--- src/rtl/conv_sa_pkg.sv ---
// Shared definitions for the convolution systolic-array sum drain path:
// sum width, drain entry layout and serializer state encoding.
package conv_sa_pkg;

  localparam int SUM_W = 32;

  // Drain entry layout is {sum2, sum1}: sum1 lanes in the low half, sum2 lanes above.
  function automatic int entry_w(input int lanes);
    return 2 * lanes * SUM_W;
  endfunction

  typedef enum logic {
    S_SUM1 = 1'b0,
    S_SUM2 = 1'b1
  } drain_state_e;

endpackage

--- src/rtl/conv_sa_sum_drain_if.sv ---
// Sum-row input bus and two-beat result stream of the sum drain block.
interface conv_sa_sum_drain_if #(
  parameter int P = 4
);
  import conv_sa_pkg::*;

  logic [P*SUM_W-1:0] in_sum1;
  logic [P*SUM_W-1:0] in_sum2;
  logic               in_vld;
  logic [P*SUM_W-1:0] out_data;
  logic               out_vld;
  logic               out_rdy;
  logic               out_last;
  logic               almost_full;
  logic               overflow;

  modport master (
    output in_sum1, in_sum2, in_vld, out_rdy,
    input  out_data, out_vld, out_last, almost_full, overflow
  );

  modport slave (
    input  in_sum1, in_sum2, in_vld, out_rdy,
    output out_data, out_vld, out_last, almost_full, overflow
  );

endinterface

--- src/rtl/conv_sa_sum_fifo.sv ---
// Synchronous FIFO for aligned sum vectors; storage has no reset so it maps
// onto distributed RAM with a combinational head read.
module conv_sa_sum_fifo #(
  parameter int DATA_W = 256,
  parameter int DEPTH  = 8
) (
  input  logic                       clk,
  input  logic                       rst,
  input  logic                       push,
  input  logic [DATA_W-1:0]          din,
  input  logic                       pop,
  output logic [DATA_W-1:0]          dout,
  output logic                       full,
  output logic                       empty,
  output logic [$clog2(DEPTH):0]     count
);

  localparam int AW = $clog2(DEPTH);
  localparam int CW = AW + 1;

  logic [DATA_W-1:0] mem [DEPTH];
  logic [AW-1:0]     wr_ptr;
  logic [AW-1:0]     rd_ptr;
  logic [CW-1:0]     count_q;
  logic              do_push;
  logic              do_pop;

  assign full    = (count_q == CW'(DEPTH));
  assign empty   = (count_q == '0);
  // A full FIFO still takes a push when the head leaves in the same cycle.
  assign do_push = push && (!full || pop);
  assign do_pop  = pop && !empty;
  assign dout    = mem[rd_ptr];
  assign count   = count_q;

  always_ff @(posedge clk) begin
    if (do_push) begin
      mem[wr_ptr] <= din;
    end
  end

  always_ff @(posedge clk) begin
    if (rst) begin
      wr_ptr  <= '0;
      rd_ptr  <= '0;
      count_q <= '0;
    end else begin
      if (do_push) wr_ptr <= wr_ptr + AW'(1);
      if (do_pop)  rd_ptr <= rd_ptr + AW'(1);
      case ({do_push, do_pop})
        2'b10:   count_q <= count_q + CW'(1);
        2'b01:   count_q <= count_q - CW'(1);
        default: count_q <= count_q;
      endcase
    end
  end

endmodule

--- src/rtl/conv_sa_sum_drain.sv ---
// De-skews one sum row's P lanes, buffers aligned {sum2, sum1} vectors and
// streams each one out as two valid/ready beats (sum1, then sum2).
module conv_sa_sum_drain
  import conv_sa_pkg::*;
#(
  parameter int P         = 4,
  parameter int DEPTH     = 8,
  parameter int AF_MARGIN = 4
) (
  input logic               clk,
  input logic               rst,
  conv_sa_sum_drain_if.slave bus
);

  localparam int LANE_W  = P * SUM_W;
  localparam int ENTRY_W = entry_w(P);
  localparam int CNT_W   = $clog2(DEPTH) + 1;

  logic [P-1:0][SUM_W-1:0] al_sum1;
  logic [P-1:0][SUM_W-1:0] al_sum2;
  logic [P-2:0]            vld_p;
  logic                    wr_vld;

  logic [ENTRY_W-1:0]      head;
  logic                    full;
  logic                    empty;
  logic [CNT_W-1:0]        count;
  logic                    pop;

  drain_state_e            state_q;
  drain_state_e            state_d;
  logic                    out_vld_c;
  logic                    out_last_c;
  logic [LANE_W-1:0]       out_data_c;
  logic                    af_q;
  logic                    ovf_q;

  // De-skew stage: lane i waits P-1-i cycles so every lane lines up with lane P-1
  for (genvar i = 0; i < P; i++) begin : g_lane
    localparam int D = P - 1 - i;
    if (D == 0) begin : g_direct
      assign al_sum1[i] = bus.in_sum1[i*SUM_W +: SUM_W];
      assign al_sum2[i] = bus.in_sum2[i*SUM_W +: SUM_W];
    end else begin : g_delay
      logic [SUM_W-1:0] dsk1_p [D];
      logic [SUM_W-1:0] dsk2_p [D];
      always_ff @(posedge clk) begin
        dsk1_p[0] <= bus.in_sum1[i*SUM_W +: SUM_W];
        dsk2_p[0] <= bus.in_sum2[i*SUM_W +: SUM_W];
        for (int k = 1; k < D; k++) begin
          dsk1_p[k] <= dsk1_p[k-1];
          dsk2_p[k] <= dsk2_p[k-1];
        end
      end
      assign al_sum1[i] = dsk1_p[D-1];
      assign al_sum2[i] = dsk2_p[D-1];
    end
  end

  always_ff @(posedge clk) begin
    if (rst) begin
      vld_p <= '0;
    end else begin
      vld_p[0] <= bus.in_vld;
      for (int k = 1; k < P - 1; k++) begin
        vld_p[k] <= vld_p[k-1];
      end
    end
  end

  assign wr_vld = vld_p[P-2];

  // Buffer stage: aligned vectors queue up for the serializer
  conv_sa_sum_fifo #(
    .DATA_W (ENTRY_W),
    .DEPTH  (DEPTH)
  ) u_fifo (
    .clk   (clk),
    .rst   (rst),
    .push  (wr_vld),
    .din   ({al_sum2, al_sum1}),
    .pop   (pop),
    .dout  (head),
    .full  (full),
    .empty (empty),
    .count (count)
  );

  // Serializer stage: outputs come straight from the FIFO head, so they hold until popped
  always_ff @(posedge clk) begin
    if (rst) state_q <= S_SUM1;
    else     state_q <= state_d;
  end

  always_comb begin
    state_d    = state_q;
    pop        = 1'b0;
    out_vld_c  = 1'b0;
    out_last_c = 1'b0;
    out_data_c = head[LANE_W-1:0];
    case (state_q)
      S_SUM1: begin
        out_vld_c = !empty;
        if (!empty && bus.out_rdy) state_d = S_SUM2;
      end
      S_SUM2: begin
        out_vld_c  = 1'b1;
        out_last_c = 1'b1;
        out_data_c = head[ENTRY_W-1:LANE_W];
        if (bus.out_rdy) begin
          pop     = 1'b1;
          state_d = S_SUM1;
        end
      end
      default: state_d = S_SUM1;
    endcase
  end

  always_ff @(posedge clk) begin
    if (rst) begin
      af_q  <= 1'b0;
      ovf_q <= 1'b0;
    end else begin
      af_q <= ((DEPTH - int'(count)) <= AF_MARGIN);
      if (wr_vld && full && !pop) ovf_q <= 1'b1;
    end
  end

  assign bus.out_vld     = out_vld_c;
  assign bus.out_last    = out_last_c;
  assign bus.out_data    = out_data_c;
  assign bus.almost_full = af_q;
  assign bus.overflow    = ovf_q;

endmodule

--- src/flat_wrapper.sv ---
// flat-port wrapper written by rule: the top's interface ports become plain ports
module conv_sa_sum_drain_flat import conv_sa_pkg::*;
#(
  parameter int P         = 4,
  parameter int DEPTH     = 8,
  parameter int AF_MARGIN = 4
)
  (clk, rst, bus_in_sum1, bus_in_sum2, bus_in_vld, bus_out_rdy, bus_out_data, bus_out_vld, bus_out_last, bus_almost_full, bus_overflow);
  conv_sa_sum_drain_if #(.P(P)) bus_i ();
  input logic clk;
  input logic rst;
  input wire logic [$bits(bus_i.in_sum1)-1:0] bus_in_sum1;
  input wire logic [$bits(bus_i.in_sum2)-1:0] bus_in_sum2;
  input wire logic [$bits(bus_i.in_vld)-1:0] bus_in_vld;
  input wire logic [$bits(bus_i.out_rdy)-1:0] bus_out_rdy;
  output wire logic [$bits(bus_i.out_data)-1:0] bus_out_data;
  output wire logic [$bits(bus_i.out_vld)-1:0] bus_out_vld;
  output wire logic [$bits(bus_i.out_last)-1:0] bus_out_last;
  output wire logic [$bits(bus_i.almost_full)-1:0] bus_almost_full;
  output wire logic [$bits(bus_i.overflow)-1:0] bus_overflow;
  assign bus_i.in_sum1 = bus_in_sum1;
  assign bus_i.in_sum2 = bus_in_sum2;
  assign bus_i.in_vld = bus_in_vld;
  assign bus_i.out_rdy = bus_out_rdy;
  assign bus_out_data = bus_i.out_data;
  assign bus_out_vld = bus_i.out_vld;
  assign bus_out_last = bus_i.out_last;
  assign bus_almost_full = bus_i.almost_full;
  assign bus_overflow = bus_i.overflow;
  conv_sa_sum_drain #(.P(P), .DEPTH(DEPTH), .AF_MARGIN(AF_MARGIN)) u_core (.clk(clk), .rst(rst), .bus(bus_i));
endmodule
--- config.mk ---
export PLATFORM = sky130hd
export DESIGN_NAME = conv_sa_sum_drain_flat
export DESIGN_NICKNAME = d
export VERILOG_FILES = /design/src/rtl/conv_sa_pkg.sv /design/src/rtl/conv_sa_sum_drain_if.sv /design/src/rtl/conv_sa_sum_fifo.sv /design/src/rtl/conv_sa_sum_drain.sv /design/src/flat_wrapper.sv
export SDC_FILE = /design/constraint.sdc
export NUM_CORES = 2
export LEC_CHECK = 0
export CORE_MARGIN = 5
export CORE_UTILIZATION = 50
export CTS_BUF_LIST = sky130_fd_sc_hd__clkbuf_4
export CTS_CLUSTER_SIZE = 10
export DETAILED_ROUTE_END_ITERATION = 10
export GPL_TIMING_DRIVEN = 0
export PLACE_DENSITY = 0.71
export SLEW_MARGIN = 30
export SYNTH_ARGS = -nofsm -noshare
export SYNTH_HDL_FRONTEND = slang
export SYNTH_SLANG_ARGS = --single-unit
--- constraint.sdc ---
create_clock -name clk -period 93.9 [get_ports clk]
set_input_delay 18.78 -clock clk [delete_from_list [all_inputs] [get_ports clk]]
set_output_delay 18.78 -clock clk [all_outputs]
set_load 0.01 [all_outputs]
==> flow_summary.rst <==
.. list-table::
   :header-rows: 1

   * - Metric
     - Value
   * - Run status
     - completed
   * - Total Die Area
     - between 150000 and 200000 um^2
   * - Cell depth of the worst hold path
     - 0
   * - Number of unique standard cell types used by synthesis
     - 36
   * - Placed instance area
     - between 90000 and 100000 um^2
   * - CTS tree
     - done
   * - Critical Path RT
     - roughly 75 ns
   * - Largest vdd supply drop
     - around 0.000014 V
   * - Port Buffers
     - 390
   * - Number of storage elements in the synthesis netlist
     - 2451
   * - H-tree levels
     - 6
   * - Number of setup violations in the final report
     - 0
   * - Asr flop ratio synth
     - 0%
   * - Number of rows in the core area
     - 151
   * - Ports
     - slightly below 400
   * - Ordered cell list for the critical path
     - clkbuf_2 > buf_2 > nand2b_1 > clkbuf_1 > o22ai_1 > nor2_1 > clkdlybuf4s50_1
   * - Crit path largest cell delay
     - ~0.70 ns
   * - Most used routing layer
     - met2
   * - Clock Skews
     - ~0.11 ns
   * - Final instance area
     - just over 100000 um^2
   * - Slew HR
     - about a third
   * - First-pass GRT wire length
     - between 200 and 300 mm
   * - Type of the tightest min-delay check
     - reg2reg
   * - Final HPWL from detailed placement
     - roughly 140 mm
   * - Number of antenna violations at the first check in global routing
     - 32
   * - Num CTS Buffers
     - a little over 600
   * - Count of mapped cells out of synthesis
     - around 3600
   * - Worst skew pair latency
     - between 1 and 1.5 ns
   * - Leading post-synthesis cells by instance count
     - 2048 x sky130_fd_sc_hd__edfxtp_1, 512 x sky130_fd_sc_hd__mux4_2, 403 x sky130_fd_sc_hd__dfxtp_1, 178 x sky130_fd_sc_hd__a22oi_1, 94 x sky130_fd_sc_hd__nand2_1
   * - Crit Path Category
     - reg2out
   * - Pins Over Slew Limit
     - 0
   * - Number of enable-type register cells in the synthesized netlist
     - 2048
   * - Most used standard cell by instance count after synthesis
     - sky130_fd_sc_hd__edfxtp_1
   * - Register-to-Register Path Depth
     - 19
   * - Total of hold buffers inserted after clock tree synthesis
     - 0
   * - Count of maximum capacitance violations
     - 0
   * - Total Nets Final
     - between 5000 and 6000
   * - PostCTS Resize Cnt
     - 0
   * - Filler cells
     - 11700
   * - DRC errors left
     - 0
   * - Num Clock Sinks
     - 2451
   * - Placer Congestion
     - around 0.73
   * - Setup Total Neg Slack
     - 0 ns
   * - Vias per Instance
     - about 5.6
   * - Family of cells with the greatest summed delay on the critical path
     - buffers and inverters
   * - Crit Reg-Reg Endpoint
     - u_core.u_fifo.mem[0][98]
   * - Clock tree root buffer cell
     - sky130_fd_sc_hd__clkbuf_4
   * - Total iterations of the first detailed-routing run
     - 5
   * - Total gr overflow
     - 0
   * - Crit path arrival time
     - between 4 and 5 ns
   * - R2r setup slk
     - approximately 90 ns
   * - Startpoint kind of the worst setup timing path
     - flop
   * - Routed wire length
     - roughly 210 mm
   * - Die width
     - around 420 um
   * - Hold path start
     - u_core.g_lane[1].g_delay.dsk2_p[0][29]
   * - Reg clk slew, reported paths
     - ~0.07 ns
   * - Critical Path End Type
     - output pin
   * - Period minus WS final
     - around 24 ns
   * - Maximum frequency from static timing analysis
     - about 0.042 GHz
   * - R2R Path Start
     - u_core.state_q
   * - Layout Area Growth over Synthesis
     - 21.6%
   * - Max clock buf depth
     - 4
   * - Endpoint, Worst Hold
     - u_core.g_lane[1].g_delay.dsk2_p[0][61]
   * - Top-area cell type share of the netlist area
     - slightly above 70%
   * - Cell taking the most area after synthesis
     - sky130_fd_sc_hd__edfxtp_1
   * - Final-report hold violation count
     - 0
   * - GR Layer Usage met1
     - slightly below 30%
   * - Pin count of the biggest net entering global routing
     - 21
   * - Core outline area
     - between 150000 and 200000 um^2
   * - Total buffers and inverters traversed by the critical path
     - 4
   * - Initial standard-cell utilization of the core
     - 50.2%
   * - All-Layer GR Usage
     - 23.0%
   * - Leakage power total
     - 34.6 nW
   * - Cell Area, Synth
     - between 80000 and 90000 um^2
   * - Top area cells in the synthesized netlist
     - sky130_fd_sc_hd__edfxtp_1 72%, sky130_fd_sc_hd__mux4_2 14%, sky130_fd_sc_hd__dfxtp_1 9.5%
   * - Period Utilization, post-route
     - about a quarter
   * - Least-Margin Pin Slew
     - approximately 0.98 ns
   * - Mean area per synthesized cell
     - about 24 um^2
   * - M2 GR Usage
     - a little under two fifths
   * - Via count of the first global-routing pass
     - about 45000
   * - Total of warnings raised by yosys
     - 0
   * - Share of final-layout standard cells stronger than drive strength 1
     - between 30% and 40%
   * - Primary FF master, synth
     - sky130_fd_sc_hd__edfxtp_1
   * - Total number of vias
     - approximately 43000
   * - GRT met3 Usage
     - around 5.3%
   * - Mapped Nets
     - ~3900
   * - Die height
     - 422 um
   * - Average wire per cell in the routed design
     - 26.8 um
   * - Largest fanout of any net on the critical path
     - 10
   * - Post-synthesis sequential area ratio
     - roughly four fifths
   * - Setup repair bufs after CTS
     - 0
   * - Power density over cell area
     - slightly above 20 nW/um^2
   * - Setup repair after global routing missed its margin
     - no
   * - Iter 0 DRT Violations
     - 4211
   * - Post-DRT Antenna Nets
     - 0
   * - Library cell contributing the largest single delay on the critical path
     - sky130_fd_sc_hd__clkbuf_1
-- sequential cells by signal, indices dropped and copies added (netlist names), named ones only --
signal	cells
u_core.u_fifo.rd_ptr	3
u_core.bus.overflow	1
u_core.g_lane.g_delay.dsk2_p	192
u_core.vld_p	3
u_core.u_fifo.wr_ptr	3
u_core.g_lane.g_delay.dsk1_p	192
u_core.u_fifo.mem	2048
u_core.state_q	1
u_core.u_fifo.count	4
u_core.bus.almost_full	1
-- layout by cell type (no fill, tap or decap), types with 4 or more instances in the layout --
cell / Yosys / layout
sky130_fd_sc_hd__buf_4: 25 / 193
sky130_fd_sc_hd__xor2_1: 5 / 5
sky130_fd_sc_hd__clkinvlp_4: 0 / 7
sky130_fd_sc_hd__clkinv_1: 0 / 97
sky130_fd_sc_hd__clkbuf_2: 1 / 12
sky130_fd_sc_hd__buf_1: 5 / 4
sky130_fd_sc_hd__nor3_2: 0 / 4
sky130_fd_sc_hd__nand2b_1: 6 / 6
sky130_fd_sc_hd__clkbuf_1: 82 / 71
sky130_fd_sc_hd__buf_16: 0 / 57
sky130_fd_sc_hd__inv_2: 0 / 11
sky130_fd_sc_hd__clkbuf_4: 0 / 962
sky130_fd_sc_hd__dfxtp_1: 403 / 403
sky130_fd_sc_hd__diode_2: 0 / 21
sky130_fd_sc_hd__nor2_1: 58 / 53
sky130_fd_sc_hd__mux4_2: 512 / 512
sky130_fd_sc_hd__buf_2: 37 / 95
sky130_fd_sc_hd__o22ai_1: 78 / 78
sky130_fd_sc_hd__o21ai_0: 4 / 4
sky130_fd_sc_hd__and2_1: 4 / 4
sky130_fd_sc_hd__bufinv_16: 0 / 11
sky130_fd_sc_hd__a21oi_1: 4 / 4
sky130_fd_sc_hd__nor2b_1: 9 / 9
sky130_fd_sc_hd__a22oi_1: 178 / 178
sky130_fd_sc_hd__ha_1: 5 / 5
sky130_fd_sc_hd__clkinv_2: 0 / 18
sky130_fd_sc_hd__buf_6: 26 / 49
sky130_fd_sc_hd__clkdlybuf4s50_1: 0 / 390
sky130_fd_sc_hd__nor2_4: 0 / 4
sky130_fd_sc_hd__nand2_1: 94 / 94
sky130_fd_sc_hd__edfxtp_1: 2048 / 2048
-- cells by family after synthesis --
logic type | Yosys count | share of synthesized area, %
AOI/OAI and AO/OA | 267 | 2.23
xor gates and xnor gates | 6 | 0.0619
adders and majority gates | 5 | 0.0736
buffers and inverters | 177 | 1.18
DFF | 2451 | 81.9
muxes | 517 | 13.6
and+or+nand+nor | 186 | 0.937
-- worst register-to-register path: stages, from the launching register on --
cell and delay, ns:
sky130_fd_sc_hd__dfxtp_1 0.34, sky130_fd_sc_hd__clkbuf_2 0.29, sky130_fd_sc_hd__and2_1 0.18, sky130_fd_sc_hd__buf_2 0.18
sky130_fd_sc_hd__o21ai_4 0.14, sky130_fd_sc_hd__nor4_2 0.32, sky130_fd_sc_hd__buf_2 0.26, sky130_fd_sc_hd__buf_4 0.18
sky130_fd_sc_hd__buf_2 0.19, sky130_fd_sc_hd__buf_2 0.20, sky130_fd_sc_hd__buf_2 0.22, sky130_fd_sc_hd__buf_2 0.22
sky130_fd_sc_hd__buf_2 0.23, sky130_fd_sc_hd__buf_2 0.23, sky130_fd_sc_hd__buf_2 0.22, sky130_fd_sc_hd__buf_4 0.19
sky130_fd_sc_hd__buf_4 0.17, sky130_fd_sc_hd__buf_2 0.18, sky130_fd_sc_hd__buf_2 0.19, sky130_fd_sc_hd__buf_2 0.22
-- through the flow --
step / cells / hold WS (ns) / setup WS [ns] / utilization (%) / total power (W)
4_1_cts: 7631 / 0.269 / 70.07 / 61.0 / 0.00216
3_3_place_gp: 6217 / 0.312 / 23.65 / 54.2 / 0.00125
2_1_floorplan: 3609 / 0.310 / 49.23 / - / 0.00123
5_1_grt: 7649 / 0.284 / 70.06 / 61.1 / 0.00223
6_report: 7652 / 0.257 / 70.21 / 61.1 / 0.00213
3_5_place_dp: 6524 / 0.312 / 70.69 / 56.2 / 0.00125
-- worst max path at each step --
stage	cells past startpoint	from	to
after floorplan	4	bus_out_rdy	u_core.u_fifo.mem[0][0]
after global placement	5	bus_out_rdy	u_core.u_fifo.mem[0][176]
after detailed placement	19	bus_out_rdy	u_core.u_fifo.mem[0][100]
after CTS	7	u_core.state_q	bus_out_data[122]
after global routing	7	u_core.state_q	bus_out_data[122]
final	7	u_core.state_q	bus_out_data[122]
-- per-layer routing --
metal / vias to the layer above / share of wire [%]
li1: 18200 / -
met1: 22300 / 38
met2: 2088 / 51
met3: 365 / 7.3
met4: 2 / 3.9
met5: - / 0.0063
-- report_power, final --
part | internal (W) | leakage [nW] | switching (W) | total [W]
sequential | 0.00119 | 21.8 | 0.0000110 | 0.00120
clock | 0.000496 | 4.86 | 0.000410 | 0.000906
combinational | 0.0000161 | 7.91 | 0.0000134 | 0.0000295
total | 0.00170 | 34.6 | 0.000434 | 0.00213
-- area by class of cell --
cell class | instances | area (um^2) | area share (%)
Buffer | 176 | 1010 | 0.980
Clock buffer | 962 | 7220 | 6.99
Tap cell | 2218 | 2780 | 2.69
Multi-Input combinational cell | 981 | 14400 | 14.0
Timing Repair Buffer | 697 | 7310 | 7.08
Clock inverter | 145 | 887 | 0.859
Inverter | 1 | 3.75 | 0.00363
Antenna cell | 21 | 52.6 | 0.0509
Sequential cell | 2451 | 69600 | 67.4
Power figures use the tool's default switching activity.
==> patch: new RTL, same settings <==
Reset style: asynchronous (`rst`), changed in 4 clocked blocks.
--- a/src/rtl/conv_sa_sum_fifo.sv
+++ b/src/rtl/conv_sa_sum_fifo.sv
@@ -40,5 +40,5 @@
   end
 
-  always_ff @(posedge clk) begin
+  always_ff @(posedge clk or posedge rst) begin
     if (rst) begin
       wr_ptr  <= '0;
--- a/src/rtl/conv_sa_sum_drain.sv
+++ b/src/rtl/conv_sa_sum_drain.sv
@@ -58,5 +58,5 @@
   end
 
-  always_ff @(posedge clk) begin
+  always_ff @(posedge clk or posedge rst) begin
     if (rst) begin
       vld_p <= '0;
@@ -88,5 +88,5 @@
 
   // Serializer stage: outputs come straight from the FIFO head, so they hold until popped
-  always_ff @(posedge clk) begin
+  always_ff @(posedge clk or posedge rst) begin
     if (rst) state_q <= S_SUM1;
     else     state_q <= state_d;
@@ -117,5 +117,5 @@
   end
 
-  always_ff @(posedge clk) begin
+  always_ff @(posedge clk or posedge rst) begin
     if (rst) begin
       af_q  <= 1'b0;
Function: no difference found for any inputs over 4 cycles, from zero or initial values and one cycle with rst high; that may be too few to reach the edited logic, so the function may still have changed.
==> patch against the unedited design <==
  * Routed wire length is essentially flat
  * Sequential cell count shrank 3
  * Fmax grew 1.3%
  * Synthesized area grew 0.11%
  * Design area grew 0.56%
  * Non-clock buffer count shrank 108
  * Worst setup slack gained 300 ps
  * Critical path type unchanged
  * Critical endpoint is now bus_out_data[120]
  * Highest routed layer unchanged
Power is not compared: it rests on default switching activity, and its combinational part moved more than twofold at a synthesized area within 25%.
==> patch: results (changes against the unedited design) <==
status=finished clean; mux contribution to synthesized area=13.5% (-0.097 points); Core Box Area=169000 sq um (+0.11%); Worst-Skew Late Latency=1370 ps; synth cell count leaders=edfxtp_1, mux4_2, dfxtp_1, a22oi_1, nand2_1; CP Launch Point=u_core.u_fifo.rd_ptr[2]; cts bufs inserted=625 (+0.97%); initial antenna violation count=48 (+50%); CP arrival=4610 ps (-300 ps); WL per Instance=27.0 um (+0.66%); Vias/cell=5.59 (-0.36%); reg2reg path depth=12 (-7); largest net degree at the start of global routing=19 (-9.5%); Non-Filler Instances=7601 (-0.67%); placed insts=6444 (-1.2%); dpl hpwl=136000 um (-0.41%); Seq/Total Area, Yosys=81.8% (about the same); Critical R2R Launch=u_core.state_q; share of layout cells above drive strength 1=35.5% (-0.49 points); nets@finish=5118 (-1.4%); Synth Area in Compound Gates=2.36% (+0.13 points); drt first pass iters=7 (+2); GPL Wtd Cong=0.752 (+2.5%); area of placed instances=95500 sq um (+0.41%); first-pass GRT wire length=299000 um (+0.37%); vias in the first global route=44800 (-0.92%); Post-Route Skew=94.4 ps (-19.5 ps); synth top area cells=edfxtp_1, mux4_2, dfxtp_1; Setup crit end=bus_out_data[120]; Critical R2R Capture=u_core.u_fifo.mem[1][135]; register-to-register setup slack=89990 ps (+840 ps); Hold EP=u_core.g_lane[0].g_delay.dsk1_p[0][85]; HP Start=u_core.g_lane[0].g_delay.dsk1_p[0][53]; Mapped Nets=3896 (+0.57%); Slew headroom=34.4% (-0.58 points); drt initial violations=4362 (+3.6%); asr flop ratio synth=0.654% (+0.65 points); Post-Synthesis Cells=3631 (+0.61%); number of nets with antenna violations after routing=0 (unchanged); number of distinct library cells after synthesis=44 (+22%); all-layer global routing usage=23.1% (+0.067 points); area share of xor/xnor cells in the synthesized design=0.0824% (+0.021 points)
## patch: final cells by class
| cell class | count | area (sq um) |
|---|---|---|
| flip-flops and latches | 2448 | 69600 |
| fillers | 11800 | 65400 |
| multi-input cells | 1010 | 14500 |
| repair buffers | 595 | 7600 |
| clock buffers | 1005 | 7540 |
| well taps | 2218 | 2780 |
| plain buffers | 170 | 1020 |
| clock inverters | 125 | 744 |
| diodes | 27 | 67.6 |
| inverters | 3 | 11.3 |
## patch: routing by layer
| layer | global-route usage [%] | wire, um | up-vias |
|---|---|---|---|
| li1 | - | - | 18200 |
| met1 | 30.4 | 80100 | 22000 |
| met2 | 36.9 | 102000 | 1971 |
| met3 | 5.76 | 15500 | 392 |
| met4 | 10.5 | 7790 | 6 |
| met5 | 0 | 35 | - |
## patch: per-stage QoR
step | hold WS, ps | power [mW] | utilization [%] | setup WS [ps]
2_1_floorplan | 310 | 1.96 | - | 56200
3_3_place_gp | 310 | 2.44 | 54.2 | 36310
3_5_place_dp | 312 | 2.38 | 56.4 | 71360
4_1_cts | 289 | 3.31 | 61.3 | 70290
5_1_grt | 289 | 3.42 | 61.3 | 70170
6_report | 284 | 3.27 | 61.4 | 70510
## patch: worst max-delay path: stages, from the launching register on
cell	delay (ps)
dfrtp_1	400
buf_2	220
buf_2	280
nand2_1	490
clkbuf_1	660
o22ai_1	320
nor2_1	350
clkdlybuf4s50_1	600
## patch: power by group through the flow
| stage | logic, mW | registers, mW | clock network [mW] |
|---|---|---|---|
| 2_1_floorplan | 0.536 | 1.43 | 0 |
| 3_3_place_gp | 0.930 | 1.50 | 0 |
| 3_5_place_dp | 1.01 | 1.37 | 0 |
| 4_1_cts | 1.01 | 1.35 | 0.947 |
| 5_1_grt | 1.05 | 1.36 | 1.01 |
| 6_report | 0.992 | 1.35 | 0.923 |
